**src/rtl/spi_arbiter_if.sv**
```systemverilog
// Requester and SPI-master signal bundle for spi_arbiter; slave = arbiter view,
// master = requesters plus SPI master (the environment around the arbiter).
interface spi_arbiter_if #(
    parameter int N_REQ = 4
);
    logic [N_REQ-1:0]   req_valid;
    logic [8*N_REQ-1:0] req_data;
    logic [N_REQ-1:0]   req_ready;
    logic [N_REQ-1:0]   rsp_valid;
    logic [7:0]         rsp_data;
    logic               rsp_err;
    logic               spi_start;
    logic [7:0]         spi_tx_data;
    logic [7:0]         spi_rx_data;
    logic               spi_busy;
    logic               spi_done;
    logic [N_REQ-1:0]   cs_sel;

    modport slave (
        input  req_valid, req_data, spi_rx_data, spi_busy, spi_done,
        output req_ready, rsp_valid, rsp_data, rsp_err, spi_start, spi_tx_data, cs_sel
    );

    modport master (
        output req_valid, req_data, spi_rx_data, spi_busy, spi_done,
        input  req_ready, rsp_valid, rsp_data, rsp_err, spi_start, spi_tx_data, cs_sel
    );
endinterface

```
**src/rtl/spi_arbiter.sv**
```systemverilog
// Round-robin arbiter sharing one SPI master among N_REQ byte requesters; accept T, spi_start T+1, rsp T+2+k.
// Backpressure: req_ready only in IDLE with spi_busy low; one transfer in flight, WAIT bounded by TIMEOUT.
module spi_arbiter #(
    parameter int N_REQ   = 4,
    parameter int TIMEOUT = 255
) (
    input  logic        clk,
    input  logic        rst_n,
    spi_arbiter_if.slave bus
);
    localparam int IDX_W = (N_REQ > 1) ? $clog2(N_REQ) : 1;
    localparam logic [N_REQ-1:0] ONE = {{(N_REQ-1){1'b0}}, 1'b1};

    typedef enum logic [1:0] {IDLE, LAUNCH, WAIT, RESP} state_t;

    state_t             state;
    logic [IDX_W-1:0]   last_grant;
    logic [IDX_W-1:0]   winner;
    logic [15:0]        cnt;
    logic [15:0]        cnt_next;

    logic               spi_start_q;
    logic [7:0]         spi_tx_q;
    logic [N_REQ-1:0]   cs_sel_q;
    logic [N_REQ-1:0]   rsp_valid_q;
    logic [7:0]         rsp_data_q;
    logic               rsp_err_q;

    logic               win_found;
    logic [IDX_W-1:0]   win_idx;
    logic [N_REQ-1:0]   req_ready_c;
    int                 cand;
    logic [IDX_W-1:0]   cand_idx;

    // Search starts one past the previous winner so every requester gets a turn.
    always_comb begin
        win_found = 1'b0;
        win_idx   = '0;
        cand      = 0;
        cand_idx  = '0;
        for (int off = 1; off <= N_REQ; off++) begin
            cand     = (int'(last_grant) + off) % N_REQ;
            cand_idx = IDX_W'(cand);
            if (!win_found && bus.req_valid[cand_idx]) begin
                win_found = 1'b1;
                win_idx   = cand_idx;
            end
        end
    end

    // Gated by rst_n so the strobe is also forced low asynchronously.
    assign req_ready_c = (rst_n && (state == IDLE) && !bus.spi_busy && win_found)
                         ? (ONE << win_idx) : '0;

    assign cnt_next = cnt + 16'd1;

    always_ff @(posedge clk or negedge rst_n) begin
        if (!rst_n) begin
            state       <= IDLE;
            last_grant  <= IDX_W'(N_REQ - 1);
            winner      <= '0;
            cnt         <= '0;
            spi_start_q <= 1'b0;
            spi_tx_q    <= '0;
            cs_sel_q    <= '0;
            rsp_valid_q <= '0;
            rsp_data_q  <= '0;
            rsp_err_q   <= 1'b0;
        end else begin
            case (state)
                IDLE: begin
                    if (|req_ready_c) begin
                        winner      <= win_idx;
                        spi_tx_q    <= bus.req_data[{win_idx, 3'b000} +: 8];
                        cs_sel_q    <= req_ready_c;
                        spi_start_q <= 1'b1;
                        state       <= LAUNCH;
                    end
                end
                LAUNCH: begin
                    spi_start_q <= 1'b0;
                    cnt         <= '0;
                    state       <= WAIT;
                end
                WAIT: begin
                    // A done arriving on the timeout cycle still counts as success.
                    if (bus.spi_done) begin
                        rsp_data_q  <= bus.spi_rx_data;
                        rsp_err_q   <= 1'b0;
                        rsp_valid_q <= cs_sel_q;
                        state       <= RESP;
                    end else begin
                        cnt <= cnt_next;
                        if (cnt_next == 16'(TIMEOUT)) begin
                            rsp_data_q  <= 8'h00;
                            rsp_err_q   <= 1'b1;
                            rsp_valid_q <= cs_sel_q;
                            state       <= RESP;
                        end
                    end
                end
                RESP: begin
                    rsp_valid_q <= '0;
                    rsp_data_q  <= '0;
                    rsp_err_q   <= 1'b0;
                    cs_sel_q    <= '0;
                    spi_tx_q    <= '0;
                    last_grant  <= winner;
                    state       <= IDLE;
                end
                default: state <= IDLE;
            endcase
        end
    end

    assign bus.req_ready   = req_ready_c;
    assign bus.rsp_valid   = rsp_valid_q;
    assign bus.rsp_data    = rsp_data_q;
    assign bus.rsp_err     = rsp_err_q;
    assign bus.spi_start   = spi_start_q;
    assign bus.spi_tx_data = spi_tx_q;
    assign bus.cs_sel      = cs_sel_q;
endmodule

```
**src/flat_wrapper.sv**
```systemverilog
// flat-port wrapper written by rule: the top's interface ports become plain ports
module spi_arbiter_flat 
#(
    parameter int N_REQ   = 4,
    parameter int TIMEOUT = 255
)
  (clk, rst_n, bus_req_valid, bus_req_data, bus_spi_rx_data, bus_spi_busy, bus_spi_done, bus_req_ready, bus_rsp_valid, bus_rsp_data, bus_rsp_err, bus_spi_start, bus_spi_tx_data, bus_cs_sel);
  spi_arbiter_if #(.N_REQ(N_REQ)) bus_i ();
  input  logic clk;
  input  logic rst_n;
  input wire logic [$bits(bus_i.req_valid)-1:0] bus_req_valid;
  input wire logic [$bits(bus_i.req_data)-1:0] bus_req_data;
  input wire logic [$bits(bus_i.spi_rx_data)-1:0] bus_spi_rx_data;
  input wire logic [$bits(bus_i.spi_busy)-1:0] bus_spi_busy;
  input wire logic [$bits(bus_i.spi_done)-1:0] bus_spi_done;
  output wire logic [$bits(bus_i.req_ready)-1:0] bus_req_ready;
  output wire logic [$bits(bus_i.rsp_valid)-1:0] bus_rsp_valid;
  output wire logic [$bits(bus_i.rsp_data)-1:0] bus_rsp_data;
  output wire logic [$bits(bus_i.rsp_err)-1:0] bus_rsp_err;
  output wire logic [$bits(bus_i.spi_start)-1:0] bus_spi_start;
  output wire logic [$bits(bus_i.spi_tx_data)-1:0] bus_spi_tx_data;
  output wire logic [$bits(bus_i.cs_sel)-1:0] bus_cs_sel;
  assign bus_i.req_valid = bus_req_valid;
  assign bus_i.req_data = bus_req_data;
  assign bus_i.spi_rx_data = bus_spi_rx_data;
  assign bus_i.spi_busy = bus_spi_busy;
  assign bus_i.spi_done = bus_spi_done;
  assign bus_req_ready = bus_i.req_ready;
  assign bus_rsp_valid = bus_i.rsp_valid;
  assign bus_rsp_data = bus_i.rsp_data;
  assign bus_rsp_err = bus_i.rsp_err;
  assign bus_spi_start = bus_i.spi_start;
  assign bus_spi_tx_data = bus_i.spi_tx_data;
  assign bus_cs_sel = bus_i.cs_sel;
  spi_arbiter #(.N_REQ(N_REQ), .TIMEOUT(TIMEOUT)) u_core (.clk(clk), .rst_n(rst_n), .bus(bus_i));
endmodule
```
**config.mk**
```make
export PLATFORM = sky130hd
export DESIGN_NAME = spi_arbiter_flat
export DESIGN_NICKNAME = d
export VERILOG_FILES = /design/src/rtl/spi_arbiter_if.sv /design/src/rtl/spi_arbiter.sv /design/src/flat_wrapper.sv
export SDC_FILE = /design/constraint.sdc
export NUM_CORES = 1
export LEC_CHECK = 0
export ABC_AREA = 0
export CAP_MARGIN = 20
export CORE_MARGIN = 3
export CORE_UTILIZATION = 54
export CTS_CLUSTER_DIAMETER = 80
export CTS_CLUSTER_SIZE = 12
export DETAILED_ROUTE_END_ITERATION = 6
export PLACE_DENSITY = 0.88
export SLEW_MARGIN = 0
export SYNTH_ARGS = -nofsm -noshare
export SYNTH_HDL_FRONTEND = slang
export SYNTH_SLANG_ARGS = --single-unit
export TNS_END_PERCENT = 20
```
**constraint.sdc**
```tcl
create_clock -name clk -period 6.9 [get_ports clk]
set_clock_uncertainty 0.05 [all_clocks]
set_input_delay 1.38 -clock clk [delete_from_list [all_inputs] [get_ports clk]]
set_output_delay 1.38 -clock clk [all_outputs]
set_load 0.05 [all_outputs]
```
==> run summary, run 1 <==
Slew @ Worst Pin - 1.15 ns
Post-CTS Setup Inserts - 0
Post-CTS Resized - 0
Post-Syn Instances - 367
crit path DAT - 4.06 ns
Worst-Skew Late Latency - 0.30 ns
top cells by area, synth - dfrtp_1 (36%), o21ai_0 (6.8%), nand2_1 (3.8%), a211oi_1 (3.7%), and3_1 (3.5%)
period utilization - 79.5%
grt ovf - 0
fmax - 0.182 GHz
EDFF count, synth - 0
initial DRC count - 268
syn avg cell area - 8.80 µm²
TritonCTS Sinks - 48
syn_nets - 422
maximum vdd drop - 0.262 mV
final WL - 8450 µm
Pleak - 1.66 nW
max cap viols - 0
largest net degree at the start of global routing - 49
Top FF cell, synth - dfrtp_1
fillers - 427
Util after Layout - 72.4%
flop-to-flop setup slack - 4.03 ns
Slew Limit Fails - 0
post-synthesis sequential area ratio - 37.3%
worst r2r dst - u_core.state[0]
dpl ws - 1.45 ns
crit end category - primary output
status - finished, final reports clean
All-Layer GR Usage - 24.9%
Yosys warning count - 0
Crit. Startpoint - bus_req_valid[3]
Die Footprint - 6940 µm²
final worst slack - 1.41 ns
initial antenna violation count - 0
number of global-route vias before repair - 2963
Clock Path Buffers - 2
gp weighted congestion - 0.912
Initial Util - 57.2%
Yosys top cell by area - dfrtp_1
number of antenna cells inserted - 0
cell area power density - 372 nW/µm²
io pins - 78
Area Overhead vs Synth - 26.6%
post-cts hold buffer count - 0
critical path startpoint category - input port
DRC violations left - 0
crit path time final - 5.49 ns
Reg-to-Reg Start - u_core.state[0]
Hold Fails Final Rpt - 0
DR vias - 3057
most common library cells after synthesis - dfrtp_1 (46), o21ai_0 (44), nand2_1 (33), a21oi_1 (18), and3_1 (18)
H-tree lvl count - 2
final non-filler cell total - 497
Yosys cell types - 63
unrepaired setup endpoints after global routing - no
Critical Path RT - 5.47 ns
cell with the most instances after synthesis - dfrtp_1
post-DP HPWL - 6110 µm
crit-path max FO - 10
Setup Total Neg Slack - 0 ns
clock slew at reported path FFs - 0.09 ns
core area - 5640 µm²
Setup crit end - bus_req_ready[1]
Total Power - 1.52 mW
first-pass GRT wire length - 14600 µm
Routed Antenna Nets - 0
clock root buffer - clkbuf_8
Min-Delay Path Class - register to register
Max-slew headroom - 22.9%
Die W - 83.3 µm
ys async rst share - 100%
Post-Syn Area - 3230 µm²
post-DR wirelength/cell - 17.0 µm
vias per cell - 6.15
# nets final - 479
worst reg2reg path depth - 9
number of synthesized register bits - 48
CP Class - input port to primary output
TritonCTS clock tree - yes
layout cells sized above 1 - 8.24%
std cell rows - 27
Finish-stage setup viols - 0
DP Cell Count - 489
Area after DPL - 3980 µm²
Min Hold Slack - 0.442 ns
IO Port Bufs - 77
post-route cell area - 4090 µm²
top cell type's share of synthesized area - 35.7%
hold_sp - u_core.winner[1]
Worst Hold Depth - 2
total clock buffers created by CTS - 5
die height - 83.3 µm
DRT Pass-1 Iters - 4
## power by group
part           internal [mW]  switching (mW)
clock                  0.108          0.0943
sequential             0.373          0.0767
combinational          0.313           0.554
## layout by cell type (no fill, tap or decap), drive strengths merged, types with 4 or more instances in the layout
cell           Yosys  final
nor2              15     15
nand2b             6      6
nor4               4      4
a31oi             10     10
mux2i              8      8
clkbuf            19      6
and3              18     18
dfrtp             46     46
nor3               8      8
ha                 7      7
o31a               8      8
buf               11      4
clkdlybuf4s50      0     76
nand3             14     14
a211oi            17     17
o2bb2ai            9      9
and2               5      5
nand2             34     34
a21oi             19     19
nand4              6      6
nor2b             12     12
o21ai             44     44
or2                5      5
## layout make-up
class | count | area (µm²) | share of cell area, %
multi-input cells | 286 | 1880 | 46.1
flip-flops and latches | 48 | 1200 | 29.5
repair buffers | 80 | 788 | 19.3
well taps | 72 | 90.1 | 2.21
clock buffers | 6 | 72.6 | 1.78
clock inverters | 2 | 35.0 | 0.858
inverters | 3 | 11.3 | 0.276
## registers in the layout, summed over array words and instances (netlist names)
| signal | cells |
|---|---|
| u_core.bus.rsp_data | 8 |
| u_core.cnt | 16 |
| u_core.bus.spi_start | 1 |
| u_core.bus.cs_sel | 4 |
| u_core.bus.spi_tx_data | 8 |
| u_core.winner | 2 |
| u_core.bus.rsp_valid | 4 |
| u_core.bus.rsp_err | 1 |
| u_core.state | 2 |
| u_core.last_grant | 2 |
## layer usage
layer  share of wire, %  global-route usage, %  up-vias  wire [µm]
met2                 48                   40.4      114       4060
met5                  0                      0        -          0
met3                6.9                   4.56        4        586
met4               0.52                   4.75        0         44
met1                 45                   35.2     1465       3760
li1                   -                      -     1474          -
## worst min path at each step
stage                  endpoint
5_1_grt        u_core.winner[1]
4_1_cts        u_core.winner[1]
3_3_place_gp   u_core.winner[0]
2_1_floorplan  u_core.winner[0]
6_report       u_core.winner[1]
3_5_place_dp   u_core.winner[0]
## cell families after synthesis
family / Yosys count / synth area share, %
and+or+nand+nor: 141 / 24.7
AOI/OAI and AO/OA: 124 / 26.5
DFF: 48 / 37.3
buffers and inverters: 33 / 4.34
muxes: 10 / 3.18
adders and majority gates: 7 / 2.71
xor gates and xnor gates: 4 / 1.32
## worst max-delay path, cell delays in order
cell and delay [ns]:
clkdlybuf4s50_1 0.53, nor2b_1 0.20, o21ai_0 0.16, a31oi_1 0.64, and3_1 0.32, clkdlybuf4s50_1 0.82
Power figures use the tool's default switching activity.
==> inputs of run 2 (changes only) <==
--- a/config.mk
+++ b/config.mk
@@ -8,11 +8,11 @@
 export ABC_AREA = 0
 export CAP_MARGIN = 20
 export CORE_MARGIN = 3
-export CORE_UTILIZATION = 54
+export CORE_UTILIZATION = 45
 export CTS_CLUSTER_DIAMETER = 80
 export CTS_CLUSTER_SIZE = 12
 export DETAILED_ROUTE_END_ITERATION = 6
-export PLACE_DENSITY = 0.88
+export PLACE_DENSITY = 0.79
 export SLEW_MARGIN = 0
 export SYNTH_ARGS = -nofsm -noshare
 export SYNTH_HDL_FRONTEND = slang
==> constraint.sdc (replaced) <==
create_clock -name clk -period 4.65 [get_ports clk]
set_clock_uncertainty 0.05 [all_clocks]
set_input_delay 0.93 -clock clk [delete_from_list [all_inputs] [get_ports clk]]
set_output_delay 0.93 -clock clk [all_outputs]
set_load 0.05 [all_outputs]
==> run 2 against run 1 <==
Effect of this change:
- cell count up 5.2%
- first-iteration DRC count down 6.0%
- sequential power up 49%
- wire length down 0.86%
- non-clock buffer count up 2
- highest routed layer unchanged
==> run summary, run 2 (same netlist as run 1, synthesis figures left out) <==
TritonCTS Sinks - 48 (unchanged)
period utilization - 85.1%
flop-to-flop setup slack - 1.88 ns (-2.15 ns)
status - finished, final reports clean
Post-CTS Setup Inserts - 0 (unchanged)
crit path time final - 3.96 ns
Slew Limit Fails - 0 (unchanged)
gp weighted congestion - 0.864 (-5.2%)
Setup Total Neg Slack - 0 ns (unchanged)
critical path startpoint category - input port
worst r2r dst - u_core.bus.rsp_data[7]
post-cts hold buffer count - 0 (unchanged)
initial DRC count - 252 (-6.0%)
Max-slew headroom - 27.9% (+5.1 points)
crit end category - primary output
clock root buffer - clkbuf_8
hold_sp - u_core.winner[0]
crit-path max FO - 20 (+10)
fmax - 0.253 GHz
Area Overhead vs Synth - 28.7%
grt ovf - 0 (unchanged)
Die Footprint - 8230 µm² (+19%)
All-Layer GR Usage - 20.5% (-4.4 points)
final WL - 8380 µm (-0.86%)
number of global-route vias before repair - 2887 (-2.6%)
DRT Pass-1 Iters - 5 (+1)
worst reg2reg path depth - 5 (-4)
# nets final - 481 (+0.42%)
CP Class - input port to primary output
largest reg by FF count - u_core.cnt
most frequent cells in the layout - clkdlybuf4s50_1 (72), dfrtp_1 (46), o21ai_0 (44), nand2_1 (33)
Critical Path RT - 3.67 ns (-1.80 ns)
largest net degree at the start of global routing - 49 (unchanged)
TritonCTS clock tree - yes
maximum vdd drop - 0.318 mV (+21%)
total clock buffers created by CTS - 5 (unchanged)
number of antenna cells inserted - 0 (unchanged)
DR vias - 3080 (+0.75%)
vias per cell - 5.89 (-4.3%)
most common cell after layout, fill and taps aside - clkdlybuf4s50_1
Worst-Skew Late Latency - 0.30 ns (about the same)
H-tree lvl count - 2 (unchanged)
unrepaired setup endpoints after global routing - no
Hold Fails Final Rpt - 0 (unchanged)
post-DP HPWL - 6030 µm (-1.4%)
die height - 90.7 µm (+8.9%)
hold path endpoint - u_core.winner[0]
first-pass GRT wire length - 14100 µm (-4.0%)
fillers - 594 (+39%)
Routed Antenna Nets - 0 (unchanged)
Die W - 90.7 µm (+8.9%)
Clock Path Buffers - 2 (unchanged)
initial antenna violation count - 0 (unchanged)
Min-Delay Path Class - register to register
Slew @ Worst Pin - 1.08 ns (-0.0757 ns)
Reg-to-Reg Start - u_core.state[0]
Post-CTS Resized - 0 (unchanged)
io pins - 78 (unchanged)
layout cells sized above 1 - 9.84% (+1.6 points)
post-DR wirelength/cell - 16.0 µm (-5.8%)
cell area power density - 536 nW/µm² (+44%)
crit path DAT - 2.98 ns (-1.08 ns)
Total Power - 2.23 mW (+47%)
Initial Util - 47.0% (-10 points)
IO Port Bufs - 77 (unchanged)
number of flip-flops in the largest register - 16 (unchanged)
max cap viols - 0 (unchanged)
core area - 6870 µm² (+22%)
Pleak - 1.68 nW (+1.3%)
std cell rows - 30 (+11%)
clock slew at reported path FFs - 0.09 ns (about the same)
Worst Hold Depth - 2 (unchanged)
Finish-stage setup viols - 0 (unchanged)
DRC violations left - 0 (unchanged)
-- run 2: cell count changes in the layout (fill, tap and decap cells not counted), sizes merged --
cell           previous run  this run
bufinv                    1         0
clkinv                    1         2
inv                       3         4
clkbuf                    6         5
buf                       4        10
clkdlybuf4s50            76        72
-- run 2: layout make-up --
| cell class | instances | area [µm²] | area share [%] |
|---|---|---|---|
| multi-input combinational | 286 | 1880 | 45.4 |
| timing repair buffer | 82 | 843 | 20.3 |
| clock inverter | 3 | 22.5 | 0.542 |
| inverter | 3 | 11.3 | 0.271 |
| tap | 96 | 120 | 2.89 |
| clock buffer | 5 | 68.8 | 1.66 |
| sequential | 48 | 1200 | 29.0 |
-- run 2: worst max path at each step --
stage | start | end | slack, ns | cells past startpoint
finish | bus_req_valid[1] | bus_req_ready[3] | 0.69 | 7
detailed placement | bus_req_valid[3] | bus_req_ready[0] | 0.73 | 6
global route | bus_req_valid[1] | bus_req_ready[3] | 0.56 | 7
global placement | bus_req_valid[3] | bus_req_ready[0] | 0.78 | 6
floorplan | bus_req_valid[3] | bus_req_ready[0] | 0.54 | 6
CTS | bus_req_valid[3] | bus_req_ready[0] | 0.71 | 6
-- run 2: critical path, cell delays in order --
cell and delay, ns:
clkdlybuf4s50_1 0.46, nand2b_1 0.12, o22a_1 0.43, nand2_1 0.12
buf_4 0.22, nor3_1 0.48, buf_12 0.21
-- run 2: power breakdown --
| part | internal (mW) | switching [mW] | total [mW] |
|---|---|---|---|
| clock | 0.108 | 0.149 | 0.257 |
| sequential | 0.554 | 0.115 | 0.669 |
| combinational | 0.476 | 0.825 | 1.30 |
| total | 1.14 | 1.09 | 2.23 |
-- run 2: per-stage QoR --
step | util [%] | hold slack (ns) | cells | instance area (µm²) | worst slack, ns
after CTS | 60.5 | 0.438 | 523 | 4150 | 0.714
after detailed placement | 59.1 | 0.412 | 515 | 4060 | 0.726
after global placement | 59.1 | 0.411 | 515 | 4060 | 0.780
after global routing | 60.5 | 0.484 | 523 | 4150 | 0.555
after floorplan | - | 0.390 | 367 | 3230 | 0.537
final | 60.5 | 0.434 | 523 | 4150 | 0.693
-- run 2: per-layer routing --
layer  global-route usage, %  vias to the layer above  share of wire [%]
met5                       0                        -                  0
met2                    31.8                      107                 46
met3                    4.08                       11                6.0
met4                    6.12                        0                1.8
met1                    29.0                     1479                 46
li1                        -                     1483                  -
==> inputs of run 3 (changes only) <==
--- a/config.mk
+++ b/config.mk
@@ -6,7 +6,6 @@
 export NUM_CORES = 1
 export LEC_CHECK = 0
 export ABC_AREA = 0
-export CAP_MARGIN = 20
 export CORE_MARGIN = 3
 export CORE_UTILIZATION = 45
 export CTS_CLUSTER_DIAMETER = 80
==> results of run 3 <==
Same layout as run 2: the final DEF is identical, and so are final timing and power.
==> edit 1, RTL diff (flow settings as in run 2) <==
`N_REQ` is set to 4 in 3 places; all go to 8.
--- a/src/rtl/spi_arbiter_if.sv
+++ b/src/rtl/spi_arbiter_if.sv
@@ -1,7 +1,7 @@
 // Requester and SPI-master signal bundle for spi_arbiter; slave = arbiter view,
 // master = requesters plus SPI master (the environment around the arbiter).
 interface spi_arbiter_if #(
-    parameter int N_REQ = 4
+    parameter int N_REQ = 8
 );
     logic [N_REQ-1:0]   req_valid;
     logic [8*N_REQ-1:0] req_data;
--- a/src/rtl/spi_arbiter.sv
+++ b/src/rtl/spi_arbiter.sv
@@ -1,7 +1,7 @@
 // Round-robin arbiter sharing one SPI master among N_REQ byte requesters; accept T, spi_start T+1, rsp T+2+k.
 // Backpressure: req_ready only in IDLE with spi_busy low; one transfer in flight, WAIT bounded by TIMEOUT.
 module spi_arbiter #(
-    parameter int N_REQ   = 4,
+    parameter int N_REQ   = 8,
     parameter int TIMEOUT = 255
 ) (
     input  logic        clk,
--- a/src/flat_wrapper.sv
+++ b/src/flat_wrapper.sv
@@ -1,7 +1,7 @@
 // flat-port wrapper written by rule: the top's interface ports become plain ports
 module spi_arbiter_flat 
 #(
-    parameter int N_REQ   = 4,
+    parameter int N_REQ   = 8,
     parameter int TIMEOUT = 255
 )
   (clk, rst_n, bus_req_valid, bus_req_data, bus_spi_rx_data, bus_spi_busy, bus_spi_done, bus_req_ready, bus_rsp_valid, bus_rsp_data, bus_rsp_err, bus_spi_start, bus_spi_tx_data, bus_cs_sel);
Ports: changed (5 resized); port bits go from 78 to 126. The function was not compared with the original's and may differ.
==> edit 1 against run 2 <==
Power up 140%; synthesized cell count up 34%; worst setup slack worse by 0.63 ns; final area up 55%; critical path depth up 3; global-route usage up 3.2 points; first-iteration DRC count up 4.4%; utilization up 5.0 points; area after synthesis up 41%; worst hold slack worse by 0.011 ns; wire length up 60%; sequential cell count up 10; critical endpoint is now bus_req_ready[0]; largest cell class unchanged.
==> edit 1: results (changes against run 2) <==
- Final #Nets: 725 (+51%)
- Largest net degree at the start of global routing: 59 (+20%)
- Hold Crit Start: u_core.bus.rsp_data[7]
- Clock-pin slew on the worst setup and hold paths: 0.06 ns (-0.03 ns)
- Reg2Reg Depth: 15 (+10)
- DR vias/cell: 5.72 (-2.8%)
- Hold path cells: 1 (-1)
- GR Layer Usage met2: 38.9% (+7.1 points)
- Htree depth: 3 (+1)
- Routed length on met2: 6610 um (+71%)
- Gpl congestion: 0.963 (+11%)
- TritonCTS Buffers: 9 (+4)
- Initial DRC Count: 263 (+4.4%)
- Clk. pwr: 0.410 mW (+60%)
- Met1 GRT Util: 30.8% (+1.8 points)
- Tightest Pin Transition: 1.07 ns (-0.00659 ns)
- Pleak: 2.76 nW (+64%)
- Cells after Synth: 493 (+34%)
- Run status: complete, no violations
- Int Power: 2.67 mW (+130%)
- Synth top area cells: dfrtp_1 (30%), mux2i_1 (6.8%), mux2_2 (6.4%)
- Cell variety after synth: 71 (+13%)
- Fraction of the yosys area taken by sequential cells: 31.9% (-5.4 points)
- Crit path max fanout: 6 (-70%)
- Reg2Reg Setup Slack: 0.57 ns (-1.31 ns)
- Final period utilization: 98.5% (+13 points)
- CP arrival: 3.60 ns (+0.62 ns)
- Fill count: 837 (+41%)
- Worst setup path endpoint: bus_req_ready[0]
- Worst reg2reg endpoint: u_core.bus.spi_tx_data[5]
- Met3 wire length: 817 um (+61%)
- Dpl hpwl: 10100 um (+67%)
- Peak VDD IR: 0.668 mV (+110%)
- PortBufs: 125 (+62%)
- Post-Place Worst Slack: -0.0202 ns (-0.747 ns)
- Reg-to-reg startpoint: u_core.last_grant[1]
- Seq pwr: 0.814 mW (+22%)
==> edit 1: cell count changes after synthesis, moves of 14 or more <==
cell / before / now
mux2_2: 2 / 26
nor2_1: 15 / 30
nand2_1: 33 / 47
mux2i_1: 8 / 31
inv_1: 3 / 17
a211oi_1: 16 / 2
==> edit 1: kinds of logic (layout without fill, tap and decap cells) <==
| logic type | count (synthesis) | in the layout | share of synthesized area (%) |
|---|---|---|---|
| mux | 68 | 68 | 17.2 |
| xor+xnor | 11 | 11 | 2.69 |
| buf+inv | 52 | 196 | 6.08 |
| flops | 58 | 58 | 31.9 |
| fa+ha+maj | 8 | 8 | 2.19 |
| simple gates | 165 | 165 | 18.6 |
| compound gates | 131 | 131 | 21.4 |
==> edit 1: through the flow <==
step | util [%] | setup TNS (ns) | hold WS, ns
2_1_floorplan | - | -0.632 | 0.403
5_1_grt | 65.5 | -0.189 | 0.458
6_report | 65.5 | 0 | 0.424
4_1_cts | 64.4 | -0.0120 | 0.427
3_3_place_gp | 62.3 | 0 | 0.409
3_5_place_dp | 62.3 | -0.0202 | 0.414
==> edit 1: critical path: stages <==
cell and delay (ns):
clkdlybuf4s50_1 0.49, mux4_2 0.57, nand2_1 0.12, nand2_1 0.09
or4_1 0.52, a21oi_1 0.20, or3_4 0.19, nand2_1 0.17
nor2b_4 0.17, buf_12 0.14
==> edit 1: cell type report <==
| type | instances | area (um^2) | share of cell area [%] |
|---|---|---|---|
| timing repair buffer | 163 | 1590 | 24.7 |
| inverter | 18 | 67.6 | 1.05 |
| clock buffer | 13 | 159 | 2.47 |
| multi-input combinational | 383 | 2980 | 46.4 |
| tap | 133 | 166 | 2.59 |
| clock inverter | 2 | 12.5 | 0.195 |
| sequential | 58 | 1460 | 22.6 |
==> edit 2, RTL diff (config.mk and constraints of run 2) <==
Made on the original files. Reset style: synchronous (`rst_n`), changed in one clocked block. Comments in the files are not updated.
--- a/src/rtl/spi_arbiter.sv
+++ b/src/rtl/spi_arbiter.sv
@@ -54,7 +54,7 @@
 
     assign cnt_next = cnt + 16'd1;
 
-    always_ff @(posedge clk or negedge rst_n) begin
+    always_ff @(posedge clk) begin
         if (!rst_n) begin
             state       <= IDLE;
             last_grant  <= IDX_W'(N_REQ - 1);
Formal check against the unedited RTL: differs if rst_n is asserted again (counterexample within 4 cycles, from zero or initial values and one cycle with rst_n low); with rst_n held inactive, the same outputs for 10 cycles.
==> edit 2 against run 2 <==
Register-to-register slack lost 0.13 ns; area after synthesis shrank 12%; worst setup slack gained 0.15 ns; maximum frequency grew 3.9%; final cell count shrank 10%; critical path depth is the same; final area shrank 9.6%; wire length shrank 16%; sequential cell count is the same.
Power is not compared: it rests on default switching activity, and its combinational part moved more than twofold at a synthesized area within 25%.
==> edit 2: results (changes against run 2) <==
- Run status: complete, no violations
- Reg2Reg Depth: 8 (+3)
- TritonCTS Buffers: 5 (unchanged)
- Hold path cells: 2 (unchanged)
- Crit-path max cell delay: 0.52 ns (+0.04 ns)
- Max reg flops: 16 (unchanged)
- Fraction of the yosys area taken by sequential cells: 34.0% (-3.3 points)
- Cells after DPL: 462 (-10%)
- Pleak: about 1.4 nW
- Worst reg2reg endpoint: u_core.state[0]
- Commonest cells post-synth: dfxtp_1 (48), nor2_1 (46), a21oi_1 (28)
- Vias in the first global route: 2530 (-12%)
- Crit path max fanout: 23 (+15%)
- Synth Area in Adders: 3.10% (+0.39 points)
- Reg with most FFs: u_core.cnt
- HP Class: reg2reg
- Fill count: 529 (-11%)
- Initial DRC Count: 122 (-52%)
- Hold slack: 0.422 ns (-0.0125 ns)
- Hold Path Sink: u_core.bus.rsp_data[6]
- CP Launch Point: rst_n
- Primary FF master, synth: dfxtp_1
- Gpl congestion: 0.828 (-4.2%)
- Multiplexer share of the synthesized area: 8.15% (+5.0 points)
- CP max-delay cell: nor4_2
- Clock-pin slew on the worst setup and hold paths: 0.09 ns (about the same)
- Xor and xnor area share after synthesis: 1.51% (+0.19 points)
- Synth warn: 0 (unchanged)
- Htree depth: 2 (unchanged)
- First-pass GRT wire length: 11700 um (-17%)
- Syn_nets: 382 (-9.5%)
- 1st-pass router iterations: 4 (-1)
- Clk pwr share: 19.1%
- Number of diodes: 0 (unchanged)
- Layout cells sized above 1: 11.1% (+1.3 points)
- Pwr Density: between 300 and 400 nW/um^2
- WL per Instance: 15.0 um (-6.1%)
- Tightest Pin Transition: 0.950 ns (-0.130 ns)
- Worst setup path endpoint: bus_req_ready[2]
- Clk root buf: clkbuf_8
- CP arrival: 2.83 ns (-0.15 ns)
- Asr flop ratio synth: 0% (-100 points)
- Total global-route track usage: 19.6% (-0.91 points)
- Dpl hpwl: 5210 um (-13%)
- Largest net degree at the start of global routing: 33 (-33%)
- Synth top area cells: dfxtp_1 (34%), mux4_2 (6.4%), nor2_1 (6.1%)
- Compound-Gate Fraction of Synth Area: 23.8% (-2.7 points)
- Hold Crit Start: u_core.bus.rsp_data[6]
- Cell variety after synth: 58 (-7.9%)
- Seq pwr: ~0.5 mW
- CP top delay family: buffers and inverters
- Via count: 2668 (-13%)
- Final Non-Filler Cells: 470 (-10%)
- Reg-to-reg startpoint: u_core.state[0]
- Post-cts sizing count: 0 (unchanged)
- Syn Area/Cell: 8.64 um^2 (-1.7%)
- Final #Nets: 449 (-6.7%)
- PortBufs: 77 (unchanged)
- Reg2Reg Setup Slack: 1.75 ns (-0.13 ns)
## edit 2: layer usage
metal  global-route usage (%)  part of all wire [%]
met2                     31.6                    48
met4                     6.76                   1.6
met1                     26.0                    44
met3                     4.37                   5.9
met5                        0                     0
## edit 2: cell type report
| class | count | area (um^2) | share of cell area (%) |
|---|---|---|---|
| multi-input combinational | 250 | 1740 | 46.4 |
| inverter | 8 | 30.0 | 0.800 |
| tap | 75 | 93.8 | 2.50 |
| timing repair buffer | 81 | 841 | 22.4 |
| sequential | 48 | 961 | 25.6 |
| clock inverter | 2 | 16.3 | 0.433 |
| clock buffer | 6 | 72.6 | 1.93 |
## edit 2: per-stage QoR
| step | instance area (um^2) | setup WS [ns] |
|---|---|---|
| 2_1_floorplan | 2830 | 1.19 |
| 3_3_place_gp | 3670 | 0.878 |
| 3_5_place_dp | 3670 | 0.836 |
| 4_1_cts | 3750 | 0.819 |
| 5_1_grt | 3750 | 0.626 |
| 6_report | 3750 | 0.842 |
